### config.mk
export PLATFORM = sky130hd
export DESIGN_NAME = buff_sched_flat
export DESIGN_NICKNAME = d
export VERILOG_FILES = /design/src/rtl/buff_sched_if.sv /design/src/rtl/buff_sched.sv /design/src/flat_wrapper.sv
export SDC_FILE = /design/constraint.sdc
export NUM_CORES = 1
export LEC_CHECK = 0
export ABC_CLOCK_PERIOD_IN_PS = 1800
export BUFFER_PORTS_ARGS = -buffer_cell sky130_fd_sc_hd__buf_2
export CAP_MARGIN = 40
export CORE_MARGIN = 2
export CORE_UTILIZATION = 40
export CTS_CLUSTER_DIAMETER = 200
export DETAILED_ROUTE_END_ITERATION = 10
export PLACE_DENSITY = 0.59
export SKIP_LAST_GASP = 1
export SLEW_MARGIN = 15
export SYNTH_ARGS = -nofsm -noshare
export SYNTH_HDL_FRONTEND = slang
export SYNTH_SLANG_ARGS = --single-unit
export TNS_END_PERCENT = 10
### constraint.sdc
create_clock -name clk -period 1.8 [get_ports clk]
set_input_delay 0.09 -clock clk [delete_from_list [all_inputs] [get_ports clk]]
set_output_delay 0.09 -clock clk [all_outputs]
set_load 0.01 [all_outputs]
### src/rtl/buff_sched_if.sv
// Handshake/status bundle between the frame scheduler and its environment.
// The scheduler sits on the slave side; the producer/consumer side drives master.
interface buff_sched_if #(
  parameter int SIZE  = 64,
  parameter int FRAME = 16
);
  localparam int DEPTH = SIZE / FRAME;
  localparam int CW    = $clog2(DEPTH + 1);

  logic          in_start;
  logic          out_ready;
  logic          clear_err;
  logic          wr_toggle;
  logic          rd_toggle;
  logic          out_valid;
  logic          out_first;
  logic          out_last;
  logic [CW-1:0] frames_avail;
  logic          full;
  logic          empty;
  logic          err_overflow;

  modport master (
    output in_start, out_ready, clear_err,
    input  wr_toggle, rd_toggle, out_valid, out_first, out_last,
           frames_avail, full, empty, err_overflow
  );

  modport slave (
    input  in_start, out_ready, clear_err,
    output wr_toggle, rd_toggle, out_valid, out_first, out_last,
           frames_avail, full, empty, err_overflow
  );
endinterface

### src/rtl/buff_sched.sv
// Frame scheduler for a toggle-controlled circular buffer.
// The buffer is split into DEPTH frame slots. A write burst reserves a slot at
// its start and commits it after its last word; a read burst releases the slot
// after its last word. Toggles bracket each burst: one on the first cycle and
// one on the last, so the buffer enable is active for exactly FRAME cycles.
module buff_sched #(
  parameter  int SIZE   = 64,
  parameter  int FRAME  = 16,
  parameter  int RD_LAT = 1,
  localparam int DEPTH  = SIZE / FRAME,
  localparam int CW     = $clog2(DEPTH + 1)
) (
  input  logic           clk,
  input  logic           rst,
  buff_sched_if.slave    bus
);

  localparam int FW = $clog2(FRAME);

  localparam logic [CW-1:0] DEPTH_C    = CW'(DEPTH);
  localparam logic [FW-1:0] FRAME_M1_C = FW'(FRAME - 1);

  // Tag carried alongside each read-enabled cycle until data_out is valid.
  typedef struct packed {
    logic vld;
    logic first;
    logic last;
  } rd_tag_t;

  logic          wr_busy_q, wr_busy_d;
  logic [FW-1:0] wcnt_q,    wcnt_d;
  logic          rd_busy_q, rd_busy_d;
  logic [FW-1:0] rcnt_q,    rcnt_d;
  logic [CW-1:0] slots_q,   slots_d;
  logic [CW-1:0] avail_q,   avail_d;
  logic          err_q,     err_d;
  rd_tag_t       vld_pipe_q [RD_LAT];
  rd_tag_t       tag_in;

  logic accept, reject, wr_last;
  logic rd_start, rd_last, rd_en;

  // Burst events, all derived from registered state only (no release bypass).
  assign accept   = bus.in_start & ~wr_busy_q & (slots_q < DEPTH_C);
  assign reject   = bus.in_start & ~accept;
  assign wr_last  = wr_busy_q & (wcnt_q == FRAME_M1_C);
  assign rd_start = ~rd_busy_q & (avail_q != '0) & bus.out_ready;
  assign rd_last  = rd_busy_q & (rcnt_q == FRAME_M1_C);
  assign rd_en    = rd_start | rd_busy_q;

  // Write burst counter: wcnt counts words 1..FRAME-1 after the start cycle.
  always_comb begin
    wr_busy_d = wr_busy_q;
    wcnt_d    = wcnt_q;
    if (accept) begin
      wr_busy_d = 1'b1;
      wcnt_d    = FW'(1);
    end else if (wr_last) begin
      wr_busy_d = 1'b0;
      wcnt_d    = '0;
    end else if (wr_busy_q) begin
      wcnt_d    = wcnt_q + FW'(1);
    end
  end

  // Read burst counter, mirror of the write side; out_ready only matters at launch.
  always_comb begin
    rd_busy_d = rd_busy_q;
    rcnt_d    = rcnt_q;
    if (rd_start) begin
      rd_busy_d = 1'b1;
      rcnt_d    = FW'(1);
    end else if (rd_last) begin
      rd_busy_d = 1'b0;
      rcnt_d    = '0;
    end else if (rd_busy_q) begin
      rcnt_d    = rcnt_q + FW'(1);
    end
  end

  // Slot accounting; coincident +1/-1 events cancel naturally.
  always_comb begin
    slots_d = slots_q + CW'(accept) - CW'(rd_last);
    avail_d = avail_q + CW'(wr_last) - CW'(rd_start);
    err_d   = err_q;
    if (reject)             err_d = 1'b1;
    else if (bus.clear_err) err_d = 1'b0;
  end

  // Tag for the current read-enabled cycle entering the delay line.
  always_comb begin
    tag_in.vld   = rd_en;
    tag_in.first = rd_start;
    tag_in.last  = rd_last;
  end

  // Control state registers.
  always_ff @(posedge clk or posedge rst) begin
    if (rst) begin
      wr_busy_q <= 1'b0;
      wcnt_q    <= '0;
      rd_busy_q <= 1'b0;
      rcnt_q    <= '0;
      slots_q   <= '0;
      avail_q   <= '0;
      err_q     <= 1'b0;
    end else begin
      wr_busy_q <= wr_busy_d;
      wcnt_q    <= wcnt_d;
      rd_busy_q <= rd_busy_d;
      rcnt_q    <= rcnt_d;
      slots_q   <= slots_d;
      avail_q   <= avail_d;
      err_q     <= err_d;
    end
  end

  // RD_LAT-deep delay line aligning qualifiers with buffer data_out.
  always_ff @(posedge clk or posedge rst) begin
    if (rst) begin
      for (int i = 0; i < RD_LAT; i++) vld_pipe_q[i] <= '0;
    end else begin
      vld_pipe_q[0] <= tag_in;
      for (int i = 1; i < RD_LAT; i++) vld_pipe_q[i] <= vld_pipe_q[i-1];
    end
  end

  assign bus.wr_toggle    = accept | wr_last;
  assign bus.rd_toggle    = rd_start | rd_last;
  assign bus.out_valid    = vld_pipe_q[RD_LAT-1].vld;
  assign bus.out_first    = vld_pipe_q[RD_LAT-1].vld & vld_pipe_q[RD_LAT-1].first;
  assign bus.out_last     = vld_pipe_q[RD_LAT-1].vld & vld_pipe_q[RD_LAT-1].last;
  assign bus.frames_avail = avail_q;
  assign bus.full         = (slots_q == DEPTH_C);
  assign bus.empty        = (slots_q == '0);
  assign bus.err_overflow = err_q;

endmodule

### src/flat_wrapper.sv
// flat-port wrapper written by rule: the top's interface ports become plain ports
module buff_sched_flat 
#(
  parameter  int SIZE   = 64,
  parameter  int FRAME  = 16,
  parameter  int RD_LAT = 1,
  localparam int DEPTH  = SIZE / FRAME,
  localparam int CW     = $clog2(DEPTH + 1)
)
  (clk, rst, bus_in_start, bus_out_ready, bus_clear_err, bus_wr_toggle, bus_rd_toggle, bus_out_valid, bus_out_first, bus_out_last, bus_frames_avail, bus_full, bus_empty, bus_err_overflow);
  buff_sched_if #(.SIZE(SIZE), .FRAME(FRAME)) bus_i ();
  input  logic clk;
  input  logic rst;
  input wire logic [$bits(bus_i.in_start)-1:0] bus_in_start;
  input wire logic [$bits(bus_i.out_ready)-1:0] bus_out_ready;
  input wire logic [$bits(bus_i.clear_err)-1:0] bus_clear_err;
  output wire logic [$bits(bus_i.wr_toggle)-1:0] bus_wr_toggle;
  output wire logic [$bits(bus_i.rd_toggle)-1:0] bus_rd_toggle;
  output wire logic [$bits(bus_i.out_valid)-1:0] bus_out_valid;
  output wire logic [$bits(bus_i.out_first)-1:0] bus_out_first;
  output wire logic [$bits(bus_i.out_last)-1:0] bus_out_last;
  output wire logic [$bits(bus_i.frames_avail)-1:0] bus_frames_avail;
  output wire logic [$bits(bus_i.full)-1:0] bus_full;
  output wire logic [$bits(bus_i.empty)-1:0] bus_empty;
  output wire logic [$bits(bus_i.err_overflow)-1:0] bus_err_overflow;
  assign bus_i.in_start = bus_in_start;
  assign bus_i.out_ready = bus_out_ready;
  assign bus_i.clear_err = bus_clear_err;
  assign bus_wr_toggle = bus_i.wr_toggle;
  assign bus_rd_toggle = bus_i.rd_toggle;
  assign bus_out_valid = bus_i.out_valid;
  assign bus_out_first = bus_i.out_first;
  assign bus_out_last = bus_i.out_last;
  assign bus_frames_avail = bus_i.frames_avail;
  assign bus_full = bus_i.full;
  assign bus_empty = bus_i.empty;
  assign bus_err_overflow = bus_i.err_overflow;
  buff_sched #(.SIZE(SIZE), .FRAME(FRAME), .RD_LAT(RD_LAT)) u_core (.clk(clk), .rst(rst), .bus(bus_i));
endmodule
## Word-level counts from Yosys, hierarchy flattened

Cells that the tools add are included.
Widths: inputs -> output; s select.

| cells by class | value |
|---|---|
| magnitude comparators | 1 |
| eq/ne operators | 3 |
| muxes and demuxes | 12 |
| reductions and logical operators | 7 |
| bitwise logic cells | 15 |
| $add $sub $neg | 6 |

Operator list:

| cell | count |
|---|---|
| $mux 4 | 6 |
| $and 1x1->1 | 9 |
| $reduce_bool 3->1 | 3 |
| $add 4x1->4 const B | 2 |
| $eq 4x4->1 const B | 2 |
| $add 3x1->3 | 2 |
| $mux 1 | 6 |
| $reduce_bool 2->1 | 3 |
| $sub 3x1->3 | 2 |
| $eq 3x3->1 const B | 1 |
| $logic_not 3->1 | 1 |
| $lt 3x3->1 const B | 1 |
| $not 1->1 | 3 |
| $or 1x1->1 | 3 |

| storage, ports and cells | value |
|---|---|
| input port bits | 5 |
| register bits after elaboration | 20 |
| word-level logic and storage cells | 54 |
| output and inout bits | 11 |

## Depth between registers and ports, before layout

| depth | value |
|---|---|
| word-level depth | 6 |
| mapped depth | 9 |
| depth with buffers taken out | 9 |

## Least setup slack after synthesis

No wires, ideal clock.

| path | value |
|---|---|
| path type | register to register |
| start | reg u_core.rcnt_q[0] |
| end | reg u_core.slots_q[2] |
| path slack | -0.109 ns |
| data arrival time | 1.786 ns |
| stages on the path, launching flop included | 10 |
| setup time | 0.123 ns |
| required time | 1.677 ns |
| path buffers | 0 |
| period minus slack after synthesis | 1.909 ns |
| cells stage by stage | dfrtp_1 > ha_1 > nand2_1 > nor3_1 > ha_1 > inv_1 > ha_1 > inv_1 > fa_1 > xnor2_1 |

| on the way | value |
|---|---|
| word-level cells in the longest chain between the ends | 3 |

Ends and longest elaborated chain:

| element | RTL line | text |
|---|---|---|
| start: declaration | buff_sched.sv:33 | `logic [FW-1:0] rcnt_q, rcnt_d;` |
| start signal: assignment | buff_sched.sv:111 | `rcnt_q <= rcnt_d;` |
| $eq 4x4->1 | buff_sched.sv:48 | `assign rd_last = rd_busy_q & (rcnt_q == FRAME_M1_C);` |
| $and 1x1->1 | buff_sched.sv:48 |  |
| named net u_core.rd_last | buff_sched.sv:41 | `logic rd_start, rd_last, rd_en;` |
| $sub 3x1->3 | buff_sched.sv:83 | `slots_d = slots_q + CW'(accept) - CW'(rd_last);` |
| named net u_core.slots_d[2] | buff_sched.sv:34 | `logic [CW-1:0] slots_q, slots_d;` |
| end signal: assignment | buff_sched.sv:112 | `slots_q <= slots_d;` |
| end: declaration | buff_sched.sv:34 |  |

The timed path passes the listed nets, and every way through them passes these cells.
A chain may end at the register's enable or synchronous reset.

## Worst setup path in the final report

| path | value |
|---|---|
| start | reg u_core.rcnt_q[0] |
| end | reg u_core.slots_q[1] |

The elaborated chain is that of the path after synthesis.

==> impl_metrics.tcl <==
set metrics [dict create \
    run_status "complete, but fails checks" \
    violations "setup timing" \
    cts_sinks 20 \
    worstSetupStartpointType "flop" \
    fmax_mhz 532 \
    grt_max_degree 21 \
    diodes 0 \
    ir_worst_vdd_v 0.000793 \
    finalSetupViolCount 3 \
    ys_ff_latch 20 \
    fin_hold_ws_ns 0.0527 \
    dieArea_mm2 0.00286 \
    end_kind "flop" \
    core_mm2 0.00225 \
    htree_num_levels 1 \
    mostFrequentLayoutCell "dfrtp_1" \
    max_stage_delay_ns 0.48 \
    drtIter0Drc 8 \
    clkLatencyLatePin_ns 0.29 \
    relSlewSlack_pct 50.3 \
    post-route-min-period_ns 1.88 \
    fin_skew_ns 0.00310 \
    clockBufferDepth 2 \
    numPortBuffers 15 \
    cp.required_ns 2.00 \
    rr_startpoint "u_core.rcnt_q[0]$_DFFE_PP0P_" \
    avgSynthCellArea_um2 10.5 \
    via_per_inst 4.89 \
    drv_cap 0 \
    final_nets 139 \
    die_y_um 53.5 \
    fin_ws_ns -0.0803 \
    p_leak_nw 0.635 \
    slew_viol_final 0 \
    areaGrowthSynthToFinish_pct 32.6 \
    worstHoldStart "bus_in_start" \
    tightestPinTransition_ns 0.745 \
    fin_area_mm2 0.00130 \
    hold_viol_final 0 \
    critical_path_class "flop to flop" \
    arrival_ns 2.08 \
    tritoncts "done" \
    start_util_pct 43.4 \
    wl_per_cell_um 11.5 \
    mostFrequentLayoutCells "dfrtp_1, buf_2, buf_4, inv_1, nand2_1" \
    cp_cell_sequence "ha_2, nand2_2, nor3_4, ha_1, inv_1, ha_1, inv_1, fa_1, inv_1" \
    rr_endpoint "u_core.slots_q[1]$_DFF_PP0_" \
    crit_path_frequent_cell "inv_1" \
    yosys_most_used_dff "dfrtp_1" \
    ys_seq_area_share_pct 51.2 \
    grt_pass1_wl_um 3060 \
    drt_first_pass_iters 4 \
    grt_use_total_pct 15.2 \
    drive_gt1_share_pct 35.2 \
    synth_fp_nets 106 \
    pin_count 16 \
    r2r_setup_slack_ns -0.08 \
    synth_cell_types 29 \
    synthArstFlopShare_pct 100 \
    reg2reg_depth 9 \
    wl_um 1750 \
    synth_edf_count 0 \
    critPathMaxFanout 3 \
    root_buffer "clkbuf_4" \
    gp_congestion 0.803 \
    dp_hpwl_um 1300 \
    grt_overflow 0 \
    whs_path_depth 3 \
    drtAntennaViolNets 0 \
    hold-path-endpoint "u_core.bus.err_overflow$_DFFE_PP0P_" \
    yosysWarnings 0 \
    slowest_stage "fa_1" \
    p_per_area_mw_per_mm2 1750 \
    postPlaceCellArea_mm2 0.00119 \
    grt_pass1_vias 754 \
    syn_inst 93 \
    fin_crit_sh_pct 104 \
    hold_class "primary input to flop" \
    cts_made_buffers 3 \
    antenna_found_initial 0 \
    rsz0062_at_grt "yes" \
    num_rows 17 \
    drc 0 \
    die_w_um 53.5 \
    vias 748 \
    netlist_area_um2 978 \
    clkSlewWorstSetupHoldPaths_ns 0.11 \
]
layout make-up:
type / count / area [um^2]
clock buffers: 3 / 22.5
clock inverters: 1 / 30.0
fillers: 210 / 957
inverters: 13 / 51.3
multi-input cells: 59 / 473
flip-flops and latches: 20 / 500
well taps: 28 / 35.0
repair buffers: 29 / 185
per-stage QoR:
stage	power [W]	TNS, ns	setup slack, ns	util, %	instances
3_5_place_dp	0.00186	-0.413	-0.146	52.6	144
6_report	0.00228	-0.167	-0.0803	57.5	153
4_1_cts	0.00228	-0.188	-0.0716	57.2	152
5_1_grt	0.00249	-0.669	-0.214	57.5	153
3_3_place_gp	0.00181	-0.181	-0.102	52.6	144
2_1_floorplan	0.00149	-0.221	-0.0777	-	93
cells by family after synthesis:
family | count (synthesis) | share of synthesized area, %
buffers and inverters | 14 | 5.50
adders and majority gates | 8 | 11.8
xor gates and xnor gates | 5 | 4.48
and+or+nand+nor | 31 | 16.6
AOI/OAI and AO/OA | 13 | 8.31
muxes | 2 | 2.17
DFF | 20 | 51.2
registers in the layout (all words and copies together) (netlist names):
signal and flops:
u_core.rd_busy_q 1, u_core.wcnt_q 4, u_core.vld_pipe_q 2, u_core.bus.out_valid 1
u_core.bus.frames_avail 3, u_core.rcnt_q 4, u_core.bus.err_overflow 1, u_core.slots_q 3
u_core.wr_busy_q 1
synthesized netlist by cell type, types with 2 or more instances:
master   count  area [um^2]
and2_1       3         18.8
ha_1         6         75.1
fa_1         2         40.0
dfrtp_1     20          500
and4_1       2         17.5
nor2_1       4         15.0
inv_1       12         45.0
nor3_1       3         15.0
o21ai_0      7         35.0
nand2_1     11         41.3
xor2_1       2         17.5
xnor2_1      3         26.3
or2_2        2         12.5
metal layers:
metal  global-route usage (%)  part of all wire, %
met1                     18.2                   46
met2                     26.5                   48
met3                     1.69                  4.2
met4                     7.69                 0.91
met5                        0                    0
power breakdown:
| group | total (W) | internal (W) | switching [W] |
|---|---|---|---|
| Sequential | 0.000831 | 0.000657 | 0.000174 |
| Combinational | 0.00109 | 0.000560 | 0.000525 |
| Clock | 0.000361 | 0.000225 | 0.000136 |
timing repair:
item / in CTS / in global routing
endpoints found under the hold margin: 21 / 0
setup buffers: 2 / 1
setup endpoints to repair: 5 / 6
pin swaps: 1 / 1
resized for setup: 4 / 0
hold buffers: 2 / 0
worst max-delay path: cells and delay by family (launching register included):
family                     cells  cell delay [ns]
and+or+nand+nor                2             0.21
buffers and inverters          3             0.15
DFF                            1             0.38
adders and majority gates      4             1.05
worst max-delay path by stage:
| stage | startpoint | to | slack (ns) | cells past startpoint |
|---|---|---|---|---|
| after floorplan | u_core.bus.frames_avail[1]$_DFF_PP0_ | u_core.bus.frames_avail[1]$_DFF_PP0_ | -0.08 | 7 |
| after global routing | u_core.rcnt_q[0]$_DFFE_PP0P_ | u_core.slots_q[2]$_DFF_PP0_ | -0.21 | 9 |
| after CTS | u_core.rcnt_q[1]$_DFFE_PP0P_ | u_core.slots_q[1]$_DFF_PP0_ | -0.07 | 9 |
| final | u_core.rcnt_q[0]$_DFFE_PP0P_ | u_core.slots_q[1]$_DFF_PP0_ | -0.08 | 9 |
| after global placement | u_core.rcnt_q[1]$_DFFE_PP0P_ | u_core.slots_q[1]$_DFF_PP0_ | -0.10 | 9 |
| after detailed placement | u_core.rcnt_q[1]$_DFFE_PP0P_ | u_core.slots_q[1]$_DFF_PP0_ | -0.15 | 9 |
Note: power is estimated with default switching activity, not from simulation.
